## src/rtl/asip_pkg.sv

```systemverilog
// Shared ASIP pipeline definitions: opcode width, the NOP opcode the decoder
// treats as all-inactive, and the fetch-stage state encoding.
package asip_pkg;

   localparam int unsigned OPC_W = 4;
   localparam logic [OPC_W-1:0] OPC_NOP = 4'b1111;

   typedef enum logic [1:0] {
      FS_EMPTY,
      FS_RUN,
      FS_HOLD
   } fetch_state_t;

endpackage

```

## src/rtl/fetch_skid.sv

```systemverilog
// One-entry instruction+PC buffer that catches the ROM response arriving
// while the fetch stage is stalled.
module fetch_skid #(
   parameter int unsigned ADDR_W  = 32,
   parameter int unsigned INSTR_W = 32
) (
   input  logic               clk,
   input  logic               rst,
   input  logic               load,
   input  logic               clear,
   input  logic [INSTR_W-1:0] in_instr,
   input  logic [ADDR_W-1:0]  in_pc,
   output logic               valid,
   output logic [INSTR_W-1:0] out_instr,
   output logic [ADDR_W-1:0]  out_pc
);

   logic               valid_q, valid_d;
   logic [INSTR_W-1:0] instr_q, instr_d;
   logic [ADDR_W-1:0]  pc_q, pc_d;

   always_comb begin
      valid_d = valid_q;
      instr_d = instr_q;
      pc_d    = pc_q;
      if (clear) begin
         valid_d = 1'b0;
         instr_d = '0;
         pc_d    = '0;
      end else if (load) begin
         valid_d = 1'b1;
         instr_d = in_instr;
         pc_d    = in_pc;
      end
   end

   always_ff @(posedge clk) begin
      if (rst) begin
         valid_q <= 1'b0;
         instr_q <= '0;
         pc_q    <= '0;
      end else begin
         valid_q <= valid_d;
         instr_q <= instr_d;
         pc_q    <= pc_d;
      end
   end

   assign valid     = valid_q;
   assign out_instr = instr_q;
   assign out_pc    = pc_q;

endmodule

```

## src/rtl/fetch_stage.sv

```systemverilog
// Instruction-fetch stage: PC, single-cycle-latency ROM interface, stall skid
// and registered IF/ID outputs with a fixed two-bubble branch redirect.
module fetch_stage
   import asip_pkg::*;
#(
   parameter int unsigned     ADDR_W   = 32,
   parameter int unsigned     INSTR_W  = 32,
   parameter logic [ADDR_W-1:0] RESET_PC = '0
) (
   input  logic               clk,
   input  logic               rst,
   output logic [ADDR_W-1:0]  imem_addr,
   output logic               imem_en,
   input  logic [INSTR_W-1:0] imem_rdata,
   input  logic               stall,
   input  logic               branch_taken,
   input  logic [ADDR_W-1:0]  branch_target,
   output logic               if_valid,
   output logic [INSTR_W-1:0] if_instr,
   output logic [ADDR_W-1:0]  if_pc,
   output logic [OPC_W-1:0]   if_opcode
);

   fetch_state_t       state_q, state_d;
   logic [ADDR_W-1:0]  fetch_pc_q, fetch_pc_d;
   logic [ADDR_W-1:0]  resp_pc_q, resp_pc_d;
   logic               if_valid_q, if_valid_d;
   logic [INSTR_W-1:0] if_instr_q, if_instr_d;
   logic [ADDR_W-1:0]  if_pc_q, if_pc_d;

   logic               skid_load, skid_clear, skid_valid;
   logic [INSTR_W-1:0] skid_instr;
   logic [ADDR_W-1:0]  skid_pc;

   fetch_skid #(
      .ADDR_W (ADDR_W),
      .INSTR_W(INSTR_W)
   ) u_skid (
      .clk      (clk),
      .rst      (rst),
      .load     (skid_load),
      .clear    (skid_clear),
      .in_instr (imem_rdata),
      .in_pc    (resp_pc_q),
      .valid    (skid_valid),
      .out_instr(skid_instr),
      .out_pc   (skid_pc)
   );

   always_comb begin
      state_d    = state_q;
      fetch_pc_d = fetch_pc_q;
      resp_pc_d  = resp_pc_q;
      if_valid_d = if_valid_q;
      if_instr_d = if_instr_q;
      if_pc_d    = if_pc_q;
      imem_en    = 1'b0;
      skid_load  = 1'b0;
      skid_clear = 1'b0;
      if (rst) begin
         skid_clear = 1'b1;
      end else if (branch_taken) begin
         // Redirect drops both the in-flight response and any skid contents.
         fetch_pc_d = branch_target;
         if_valid_d = 1'b0;
         skid_clear = 1'b1;
         state_d    = FS_EMPTY;
      end else if (stall) begin
         if (state_q == FS_RUN) begin
            skid_load = 1'b1;
            state_d   = FS_HOLD;
         end
      end else begin
         imem_en    = 1'b1;
         resp_pc_d  = fetch_pc_q;
         fetch_pc_d = fetch_pc_q + ADDR_W'(1);
         state_d    = FS_RUN;
         case (state_q)
            FS_RUN: begin
               if_valid_d = 1'b1;
               if_instr_d = imem_rdata;
               if_pc_d    = resp_pc_q;
            end
            FS_HOLD: begin
               if_valid_d = skid_valid;
               if_instr_d = skid_instr;
               if_pc_d    = skid_pc;
               skid_clear = 1'b1;
            end
            default: if_valid_d = 1'b0;
         endcase
      end
   end

   always_ff @(posedge clk) begin
      if (rst) begin
         state_q    <= FS_EMPTY;
         fetch_pc_q <= RESET_PC;
         resp_pc_q  <= '0;
         if_valid_q <= 1'b0;
         if_instr_q <= '0;
         if_pc_q    <= '0;
      end else begin
         state_q    <= state_d;
         fetch_pc_q <= fetch_pc_d;
         resp_pc_q  <= resp_pc_d;
         if_valid_q <= if_valid_d;
         if_instr_q <= if_instr_d;
         if_pc_q    <= if_pc_d;
      end
   end

   assign imem_addr = fetch_pc_q;
   assign if_valid  = if_valid_q;
   assign if_instr  = if_instr_q;
   assign if_pc     = if_pc_q;
   assign if_opcode = if_valid_q ? if_instr_q[INSTR_W-1 -: OPC_W] : OPC_NOP;

endmodule
```

## config.mk

```make
export PLATFORM = sky130hd
export DESIGN_NAME = fetch_stage
export DESIGN_NICKNAME = d
export VERILOG_FILES = /design/src/rtl/asip_pkg.sv /design/src/rtl/fetch_skid.sv /design/src/rtl/fetch_stage.sv
export SDC_FILE = /design/constraint.sdc
export NUM_CORES = 1
export LEC_CHECK = 0
export BUFFER_PORTS_ARGS = -buffer_cell sky130_fd_sc_hd__buf_2
export CAP_MARGIN = 30
export CORE_ASPECT_RATIO = 1.4
export CORE_MARGIN = 1
export CORE_UTILIZATION = 55
export DETAILED_ROUTE_END_ITERATION = 16
export PLACE_DENSITY = 0.79
export SLEW_MARGIN = 20
export SYNTH_ARGS = -nofsm -noshare
export SYNTH_HDL_FRONTEND = slang
export SYNTH_SLANG_ARGS = --single-unit
```

## constraint.sdc

```tcl
create_clock -name clk -period 3.67 [get_ports clk]
set_input_delay 0.367 -clock clk [delete_from_list [all_inputs] [get_ports clk]]
set_output_delay 0.367 -clock clk [all_outputs]
set_load 0.005 [all_outputs]
```

**Word-level counts from Yosys, hierarchy flattened**

Cells that the tools add are included.

- Flip-flop bits (word level): 196
- Input port bits: 68
- Logic and storage cells: 42

- $add $sub $neg: 1
- Eq/ne operators: 4
- Multiplexer cells: 19
- Bitwise gates (word level): 2
- Reductions and logical operators: 6

Operators with widths:

| cell | number |
|---|---|
| 32-bit one-hot mux with 2 select lines | 2 |
| 32-bit two-way mux | 2 |
| 32-bit by 1-bit adder with 32-bit output, second input constant | 1 |
| 1-bit two-way mux | 13 |
| 4-bit two-way mux | 1 |
| 2-bit by 1-bit != test with 1-bit output, second input constant | 2 |
| 2-bit OR reduction | 2 |
| 3-bit AND reduction | 1 |
| 3-bit OR reduction | 1 |
| 2-bit by 1-bit equality test with 1-bit output, second input constant | 1 |
| 2-bit equality test, second input constant | 1 |
| 1-bit inverter | 2 |
| 1-bit one-hot mux with 2 select lines | 1 |
| 2-bit AND reduction | 1 |
| 2-bit nonzero test | 1 |

**Longest topological paths before layout**

Gate-level depths: netlist (run 1).

- Depth after elaboration: 6
- Depth in mapped cells: 7

**Cells and area by module**

Synthesis (run 1) repeated with hierarchy kept, for this count alone.

- Cells, all modules: 908
- Area, all modules: 8399.3 um^2

Modules (own cells, without submodules):

| module | instances | cells an instance | area each (um^2) | seq. area each (um^2) |
|---|---|---|---|---|
| fetch_stage | 1 | 698 | 6059.6 | 2622.5 |
| fetch_skid | 1 | 210 | 2339.7 | 1301.2 |

**Worst setup path after synthesis (run 1)**

Ideal clock, no wire load.

- Path type: register to register
- From: register fetch_pc_q[0] (netlist: imem_addr[0])
- To: register fetch_pc_q[28] (netlist: imem_addr[28])
- Setup time: 0.091 ns
- Arrival time: 2.018 ns
- Required time: 3.579 ns
- Slack: 1.561 ns
- Cell stages (with the launch flop): 6
- Cells stage by stage: dfxtp_1 ha_1 nand4b_4 or4_4 or4_1 a311oi_1

- Cells in the longest elaborated chain, start to end: 3

RTL lines:

| element | RTL line | source |
|---|---|---|
| from (decl) | fetch_stage.sv:25 | `logic [ADDR_W-1:0] fetch_pc_q, fetch_pc_d;` |
| from (signal assigned) | fetch_stage.sv:105 | `fetch_pc_q <= fetch_pc_d;` |
| 32-bit by 1-bit adder with 32-bit output | fetch_stage.sv:76 | `fetch_pc_d = fetch_pc_q + ADDR_W'(1);` |
| 32-bit two-way mux | fetch_stage.sv:68 | `end else if (stall) begin` |
| 32-bit two-way mux | fetch_stage.sv:62 | `end else if (branch_taken) begin` |

Every way passes these cells. The select of a mux whose other input is x is not followed.
A chain may end at the register's enable or synchronous reset.

**Final worst setup path (run 1)**

- From: input port rst
- To: output port imem_en

- Cells in the longest elaborated chain, start to end: 1

RTL lines:

| element | RTL line | source |
|---|---|---|
| from (decl) | fetch_stage.sv:11 | `input logic rst,` |
| 1-bit two-way mux | fetch_stage.sv:60 | `if (rst) begin` |
| to (decl) | fetch_stage.sv:13 | `output logic imem_en,` |

Every way passes these cells.

==> results of run 1 <==
-- metal layers --
| layer | share of wire | vias up | track usage |
|---|---|---|---|
| met2 | 0.49 | 222 | 0.423 |
| met4 | 0.025 | 0 | 0.0972 |
| li1 | - | 3658 | - |
| met5 | 0 | - | 0 |
| met3 | 0.047 | 35 | 0.0442 |
| met1 | 0.44 | 3304 | 0.326 |
-- worst max-delay path: cells and delay by family --
family	cells	cell delay, ns
buffers and inverters	3	1.39
AND/OR/NAND/NOR	1	0.18
-- power breakdown --
part / internal (mW) / switching [mW] / total (mW) / leakage (nW)
registers: 2.18 / 0.0680 / 2.25 / 1.59
logic: 0.132 / 0.176 / 0.307 / 1.57
clock network: 1.15 / 0.790 / 1.94 / 0.296
total: 3.46 / 1.03 / 4.50 / 3.46
-- metrics by stage --
stage               worst slack [ns]  cell area (µm²)  utilization
floorplan                       1.56             8160            -
global placement                1.17             9080        0.629
detailed placement              1.15             9120        0.632
CTS                             1.31             9740        0.674
global route                    1.16             9740        0.674
finish                          1.33             9740        0.674
-- cells by family (layout without fill, tap and decap cells) --
| kind of cell | count (synthesis) | in the layout | synth area share |
|---|---|---|---|
| and+or+nand+nor | 391 | 391 | 0.209 |
| xor gates and xnor gates | 13 | 13 | 0.0140 |
| muxes | 66 | 66 | 0.0811 |
| AOI/OAI and AO/OA | 220 | 220 | 0.169 |
| DFF | 196 | 196 | 0.481 |
| adders and majority gates | 3 | 3 | 0.00460 |
| buffers and inverters | 90 | 226 | 0.0414 |
-- area by class of cell --
class,instances,area (µm²),share of cell area
Clock buffer,21,440,0.0452
Inverter,14,52.6,0.00539
Timing Repair Buffer,180,971,0.0997
Sequential cell,196,3920,0.403
Tap cell,189,236,0.0243
Multi-Input combinational cell,693,3940,0.404
Clock inverter,11,176,0.0181
-- layout by cell type, fill, tap and decap left out, types with 2 or more instances in the layout --
master	count
a2111oi_0	3
a211oi_1	71
a21oi_1	109
a311oi_1	12
a31oi_1	3
and2_1	3
and3_1	3
and4_1	3
buf_2	168
buf_4	9
bufinv_16	4
clkbuf_1	4
clkbuf_16	17
clkinv_4	4
dfxtp_1	196
ha_1	2
inv_1	13
mux2i_1	65
nand2_1	219
nand2b_1	5
nand3_1	11
nand4_1	8
nand4_2	2
nor2_1	90
nor2b_1	2
nor3_1	11
nor4_1	5
o211ai_1	2
o21ai_0	8
o31ai_1	6
or3_1	6
or4_1	10
or4_4	2
xnor2_1	10
xor2_1	3
-- sequential cells by signal, summed over array words and instances, names as in the netlist --
name / flops
u_skid.out_instr: 32
u_skid.valid: 1
if_valid: 1
imem_addr: 32
if_instr: 32
state_q: 2
if_pc: 32
u_skid.out_pc: 32
resp_pc_q: 32
-- path summary, 6_finish.rpt --
| kind | end | cells after the start | startpoint | slack (ns) |
|---|---|---|---|---|
| max | imem_en | 4 | rst | 1.33 |
| min | imem_addr[1] | 3 | branch_target[1] | 0.18 |
| max reg2reg | imem_addr[28] | 5 | imem_addr[0] | 1.37 |
| min reg2reg | u_skid.out_pc[31] | 2 | u_skid.out_pc[31] | 0.45 |
==> flow_summary.rst, run 1 <==
.. list-table::
   :header-rows: 1

   * - Metric
     - Value
   * - Antenna-violating nets left
     - 0
   * - Clock insertion delay at the later pin of the skew report
     - 0.43 ns
   * - Std cell rows
     - 52
   * - Maximum operating frequency
     - 428 MHz
   * - Total detailed-routing wirelength
     - 19,200 µm
   * - Number of buffers inserted by hold repair at cts
     - 0
   * - Number of H-tree branching levels
     - 4
   * - Largest stage delay on the critical path
     - 0.81 ns
   * - Leakage power
     - 3.46 nW
   * - Most used flip-flop cell after synthesis
     - dfxtp_1
   * - Pin count of the biggest net entering global routing
     - 129
   * - Nets in the synthesized netlist
     - 1,050
   * - Share of synthesized area occupied by flip-flops and latches
     - 0.481
   * - Number of distinct library cells after synthesis
     - 45
   * - Number of search-and-repair iterations in the first detailed-routing pass
     - 5
   * - Summed instance area of the synthesized netlist
     - 8160 µm²
   * - Post-synthesis cell type with the largest combined area
     - dfxtp_1
   * - Clock-pin slew on the worst setup and hold paths
     - 0.07 ns
   * - Total number of vias
     - 7,219
   * - Number of maximum-capacitance violations
     - 0
   * - Buffer levels on the longest clock path
     - 2
   * - Number of slew-limit violations in the final report
     - 0
   * - Starting utilization of the core area
     - 0.565
   * - Most frequently used cell type in the post-synthesis netlist
     - nand2_1
   * - Setup TNS
     - 0 ns
   * - Kind of start point of the critical path
     - input pin
   * - Number of flops mapped to enable cells by yosys
     - 0
   * - Yosys warning total
     - 0
   * - Category of the worst setup path capture point
     - output port
   * - Fill cell instance count of the final layout
     - 1,279
   * - Number of setup violations in the final report
     - 0
   * - Total number of nets in the final design
     - 1,173
   * - Floorplan die area
     - 15,300 µm²
   * - Most frequent cells after synthesis
     - nand2_1, dfxtp_1, a21oi_1, nor2_1, a211oi_1
   * - Hold WC Path Type
     - in2reg
   * - CTS tree
     - yes
   * - Final setup skew
     - 0.0106 ns
   * - Die width
     - 105 µm
   * - Main area contributors after synthesis
     - dfxtp_1, nand2_1, mux2i_1, a21oi_1, a211oi_1
   * - Final non-filler cell total
     - 1,304
   * - Crit Path Category
     - in2out
   * - Via density per instance
     - 5.54
   * - Top Ports
     - 170
   * - Wire length of the first global-routing pass
     - 31,600 µm
   * - Share of post-route cells with drive strength above 1
     - 0.199
   * - Cell chosen for the clock root
     - clkbuf_16
   * - Pwr Total
     - 4.50 mW
   * - Placed insts
     - 1,272
   * - Proportion of register bits with asynchronous set or reset after synthesis
     - 0
   * - List of cells traversed by the critical path
     - buf_4 > buf_4 > nor2_1 > buf_2
   * - Arrival time of data at the critical path endpoint
     - 1.97 ns
   * - Cell with the largest stage delay on the worst path
     - buf_4
   * - Total routing resource utilization after global routing
     - 0.253
   * - Hold Worst Slack
     - 0.176 ns
   * - Power Dens Cells
     - 462 nW/µm²
   * - Antenna violations before repair
     - 0
   * - Status
     - completed
   * - DP HPWL
     - 12,900 µm
   * - Post-route fraction of the period consumed by the critical path
     - 0.637
   * - Drt first-iter violations
     - 452
   * - Weighted congestion at the end of routability-driven global placement
     - 0.872
   * - Global-route congestion overflow total
     - 0
   * - Number of diodes added for antenna fixing
     - 0
   * - RSZ-0062 raised after global routing
     - no
   * - Die outline height
     - 146 µm
   * - Clock Sink Count
     - 196
   * - Post-CTS setup buffer count
     - 0
   * - Worst-path maximum fanout
     - 90
   * - Total of buffers placed on input and output ports
     - 169
   * - Endpoints failing hold
     - 0
   * - #FFs+latches synth
     - 196
   * - Residual DRC count
     - 0
   * - Per-instance average area after synthesis
     - 8.34 µm²
   * - Actual slew at the worst max-slew pin
     - 0.946 ns
   * - Most common cell type on the critical path
     - buf_4
   * - Core Footprint
     - 14,400 µm²
   * - Headroom to the max-slew limit
     - 0.369
   * - Required time of the worst setup path
     - 3.30 ns
   * - Max IR drop VDD
     - 0.000237 V
   * - Synthesized instance count
     - 979
   * - Number of buffers created by CTS
     - 17
   * - Vias in the first global route
     - 6,482
   * - Area added between synthesis and finish
     - 19.3%
   * - Gates resized, CTS repair
     - 0
   * - Final Critical Period
     - 2.34 ns
   * - Top-area cell type share of the netlist area
     - 0.481
   * - Wirelength per Cell
     - 14.7 µm
Note: power is estimated with default switching activity, not from simulation.
==> run 2: changes to the inputs <==
--- a/config.mk
+++ b/config.mk
@@ -5,13 +5,14 @@
 export SDC_FILE = /design/constraint.sdc
 export NUM_CORES = 1
 export LEC_CHECK = 0
+export ABC_AREA = 1
 export BUFFER_PORTS_ARGS = -buffer_cell sky130_fd_sc_hd__buf_2
 export CAP_MARGIN = 30
 export CORE_ASPECT_RATIO = 1.4
 export CORE_MARGIN = 1
-export CORE_UTILIZATION = 55
+export CORE_UTILIZATION = 50
 export DETAILED_ROUTE_END_ITERATION = 16
-export PLACE_DENSITY = 0.79
+export PLACE_DENSITY = 0.75
 export SLEW_MARGIN = 20
 export SYNTH_ARGS = -nofsm -noshare
 export SYNTH_HDL_FRONTEND = slang
==> constraint.sdc (replaced) <==
create_clock -name clk -period 2.1 [get_ports clk]
set_input_delay 0.21 -clock clk [delete_from_list [all_inputs] [get_ports clk]]
set_output_delay 0.21 -clock clk [all_outputs]
set_load 0.005 [all_outputs]
==> run 2 against run 1 <==
Effect of this change: clock-buffer cell count did not move; sequential share of layout area fell by 2.0 points; register-to-register slack got worse by 1.1 ns; synthesized cell count rose by 25%; area after synthesis rose by 5.9%; worst setup slack got worse by 1.0 ns; critical endpoint is now imem_addr[26]; largest cell class unchanged; highest routed layer unchanged.
==> flow_summary.rst, run 2 <==
.. list-table::
   :header-rows: 1

   * - Metric
     - Value
   * - Number of maximum-capacitance violations
     - 0 (unchanged)
   * - Global-route congestion overflow total
     - 0 (unchanged)
   * - Most frequent cells after synthesis
     - nand2_1, dfxtp_1, nand3_1, a21oi_1, o21ai_0
   * - Die outline height
     - 158 µm (+7.8%)
   * - Per-instance average area after synthesis
     - 7.08 µm² (-15%)
   * - Total number of vias
     - 8,530 (+18%)
   * - Floorplan die area
     - 17,800 µm² (+16%)
   * - Critical R2R Launch
     - imem_addr[1]
   * - Die width
     - 113 µm (+7.8%)
   * - Beginning of the worst hold path
     - imem_rdata[24]
   * - Clock-pin slew on the worst setup and hold paths
     - 0.07 ns (about the same)
   * - #FFs+latches synth
     - 196 (unchanged)
   * - Crit Path Category
     - reg2reg
   * - Status
     - completed
   * - Gates resized, CTS repair
     - 0 (unchanged)
   * - Weighted congestion at the end of routability-driven global placement
     - 0.890 (+2.1%)
   * - Drt first-iter violations
     - 658 (+46%)
   * - Final setup skew
     - 0.00626 ns (-0.00431 ns)
   * - Starting utilization of the core area
     - 0.514 (-0.0510)
   * - Number of slew-limit violations in the final report
     - 0 (unchanged)
   * - Number of diodes added for antenna fixing
     - 0 (unchanged)
   * - Worst-path maximum fanout
     - 5 (-94%)
   * - Total routing resource utilization after global routing
     - 0.259 (+0.00600)
   * - Depth of the worst register-to-register path
     - 8 (+3)
   * - Top Ports
     - 170 (unchanged)
   * - Reg-to-reg slack, setup
     - 0.31 ns (-1.06 ns)
   * - Fill cell instance count of the final layout
     - 1,621 (+27%)
   * - Wire length of the first global-routing pass
     - 37,200 µm (+18%)
   * - Post-CTS setup buffer count
     - 0 (unchanged)
   * - Antenna violations before repair
     - 0 (unchanged)
   * - Buffer levels on the longest clock path
     - 2 (unchanged)
   * - Number of H-tree branching levels
     - 4 (unchanged)
   * - Max IR drop VDD
     - 0.000437 V (+85%)
   * - Power Dens Cells
     - 765 nW/µm² (+66%)
   * - Headroom to the max-slew limit
     - 0.508 (+0.139)
   * - Residual DRC count
     - 0 (unchanged)
   * - Setup TNS
     - 0 ns (unchanged)
   * - Worst hold path stage count
     - 3 (unchanged)
   * - Post-synthesis cell type with the largest combined area
     - dfxtp_1
   * - Core Footprint
     - 16,800 µm² (+16%)
   * - Post-route fraction of the period consumed by the critical path
     - 0.852
   * - Top-area cell type share of the netlist area
     - 0.454 (-0.0269)
   * - Number of search-and-repair iterations in the first detailed-routing pass
     - 5 (unchanged)
   * - Via density per instance
     - 5.46 (-1.4%)
   * - Required time of the worst setup path
     - 2.41 ns (-0.89 ns)
   * - Final Critical Period
     - 1.79 ns
   * - Summed instance area of the synthesized netlist
     - 8640 µm² (+5.9%)
   * - Endpoints failing hold
     - 0 (unchanged)
   * - Proportion of register bits with asynchronous set or reset after synthesis
     - 0 (unchanged)
   * - Total number of nets in the final design
     - 1,417 (+21%)
   * - Final non-filler cell total
     - 1,562 (+20%)
   * - Std cell rows
     - 56 (+7.7%)
   * - Share of post-route cells with drive strength above 1
     - 0.185 (-0.0137)
   * - Arrival time of data at the critical path endpoint
     - 2.10 ns (+0.13 ns)
   * - Maximum operating frequency
     - 559 MHz
   * - Final worst-path setup slack
     - 0.311 ns (-1.02 ns)
   * - Total detailed-routing wirelength
     - 23,300 µm (+21%)
   * - Number of distinct library cells after synthesis
     - 30 (-33%)
   * - CTS tree
     - yes
   * - Yosys warning total
     - 0 (unchanged)
   * - Cell chosen for the clock root
     - clkbuf_16
   * - Most common library cell in the layout ignoring fill and taps
     - nand2_1
   * - RSZ-0062 raised after global routing
     - no
   * - Number of setup violations in the final report
     - 0 (unchanged)
   * - Synthesized instance count
     - 1,221 (+25%)
   * - Area added between synthesis and finish
     - 18.7%
   * - Category of the worst setup path capture point
     - flip-flop
   * - Setup Slack @ Placement
     - 0.397 ns (-0.752 ns)
   * - Launching element of the worst setup path
     - imem_addr[1]
   * - Vias in the first global route
     - 7,483 (+15%)
   * - Clock Sink Count
     - 196 (unchanged)
   * - DP HPWL
     - 15,400 µm (+20%)
   * - Nets in the synthesized netlist
     - 1,292 (+23%)
   * - Share of synthesized area occupied by flip-flops and latches
     - 0.454 (-0.0269)
   * - Pin count of the biggest net entering global routing
     - 75 (-42%)
   * - Kind of start point of the critical path
     - flip-flop
   * - Clock insertion delay at the later pin of the skew report
     - 0.43 ns (about the same)
   * - Pwr Total
     - 7.85 mW (+75%)
   * - Most used flip-flop cell after synthesis
     - dfxtp_1
   * - Worst R2R End
     - imem_addr[26]
   * - Placed insts
     - 1,529 (+20%)
   * - Leakage power
     - 4.29 nW (+24%)
   * - Wirelength per Cell
     - 14.9 µm (+1.4%)
   * - Number of buffers created by CTS
     - 17 (unchanged)
   * - Actual slew at the worst max-slew pin
     - 0.739 ns (-0.208 ns)
   * - Total of buffers placed on input and output ports
     - 169 (unchanged)
   * - Most frequently used cell type in the post-synthesis netlist
     - nand2_1
   * - Highest-count cells in the layout ignoring fill and taps
     - nand2_1, dfxtp_1, buf_2
   * - Antenna-violating nets left
     - 0 (unchanged)
   * - Number of flops mapped to enable cells by yosys
     - 0 (unchanged)
   * - Main area contributors after synthesis
     - dfxtp_1, nand2_1, nand3_1, a21oi_1, o21ai_0
   * - Endpoint of the worst hold-timing path
     - if_instr[24]
   * - Hold WC Path Type
     - in2reg
run 2: cell types whose count changed in the layout (fill, tap and decap cells not counted), moves of 12 or more:
| cell | delta |
|---|---|
| nand2_1 | +110 |
| inv_1 | +65 |
| nand3_1 | +100 |
| a211oi_1 | -66 |
| a21oi_1 | -20 |
| a311oi_1 | -12 |
| o21ai_0 | +80 |
| a31oi_1 | +62 |
| mux2i_1 | -65 |
run 2: repair_timing:
item,4_1_cts,5_1_grt
hold buffers,1,0
hold endpoints to repair,1,0
endpoints found under the setup margin,0,0
run 2: worst max-delay path, stage by stage, from the launching register on:
cell     delay (ns)
dfxtp_1        0.40
ha_1           0.21
nand2_1        0.10
nor2_2         0.19
nand3_1        0.21
nor2_1         0.26
a21oi_1        0.10
nor2_1         0.14
nor2_1         0.06
run 2: layer usage:
metal | global-route usage | vias to the layer above | part of all wire
met5 | 0 | - | 0
met4 | 0.0714 | 0 | 0.014
met3 | 0.0429 | 24 | 0.048
met2 | 0.471 | 272 | 0.51
met1 | 0.315 | 3921 | 0.43
li1 | - | 4313 | -
run 2: per-stage QoR:
step,hold WS [ns],util,instance area (µm²)
4_1_cts,0.0413,0.610,10300
5_1_grt,0.0454,0.610,10300
2_1_floorplan,0.306,-,8640
6_report,0.0528,0.610,10300
3_3_place_gp,0.435,0.574,9650
3_5_place_dp,0.446,0.574,9650
run 2: worst max-delay path by stage:
stage | end | slack, ns
after floorplan | imem_addr[20] | 0.60
after global placement | imem_addr[14] | 0.43
after detailed placement | imem_addr[14] | 0.40
after CTS | imem_addr[14] | 0.36
after global routing | imem_addr[14] | 0.18
final | imem_addr[26] | 0.31
run 2: where the power goes:
group	total (mW)	leakage, nW	switching [mW]	internal [mW]
Sequential	3.93	1.59	0.105	3.82
Combinational	0.652	2.41	0.397	0.255
Clock	3.28	0.289	1.42	1.85
run 2: cells by family after synthesis:
family                     count (synthesis)  synth area share
and+or+nand+nor                          578             0.283
DFF                                      196             0.454
AOI/OAI and AO/OA                        271             0.173
adders and majority gates                  3           0.00434
buffers and inverters                    173            0.0860
run 2: layout make-up:
cell class	instances	area (µm²)	area share
Clock buffer	21	470	0.0459
Clock inverter	11	125	0.0122
Inverter	85	319	0.0311
Multi-Input combinational cell	852	4010	0.390
Sequential cell	196	3920	0.382
Tap cell	203	254	0.0248
Timing Repair Buffer	194	1160	0.113
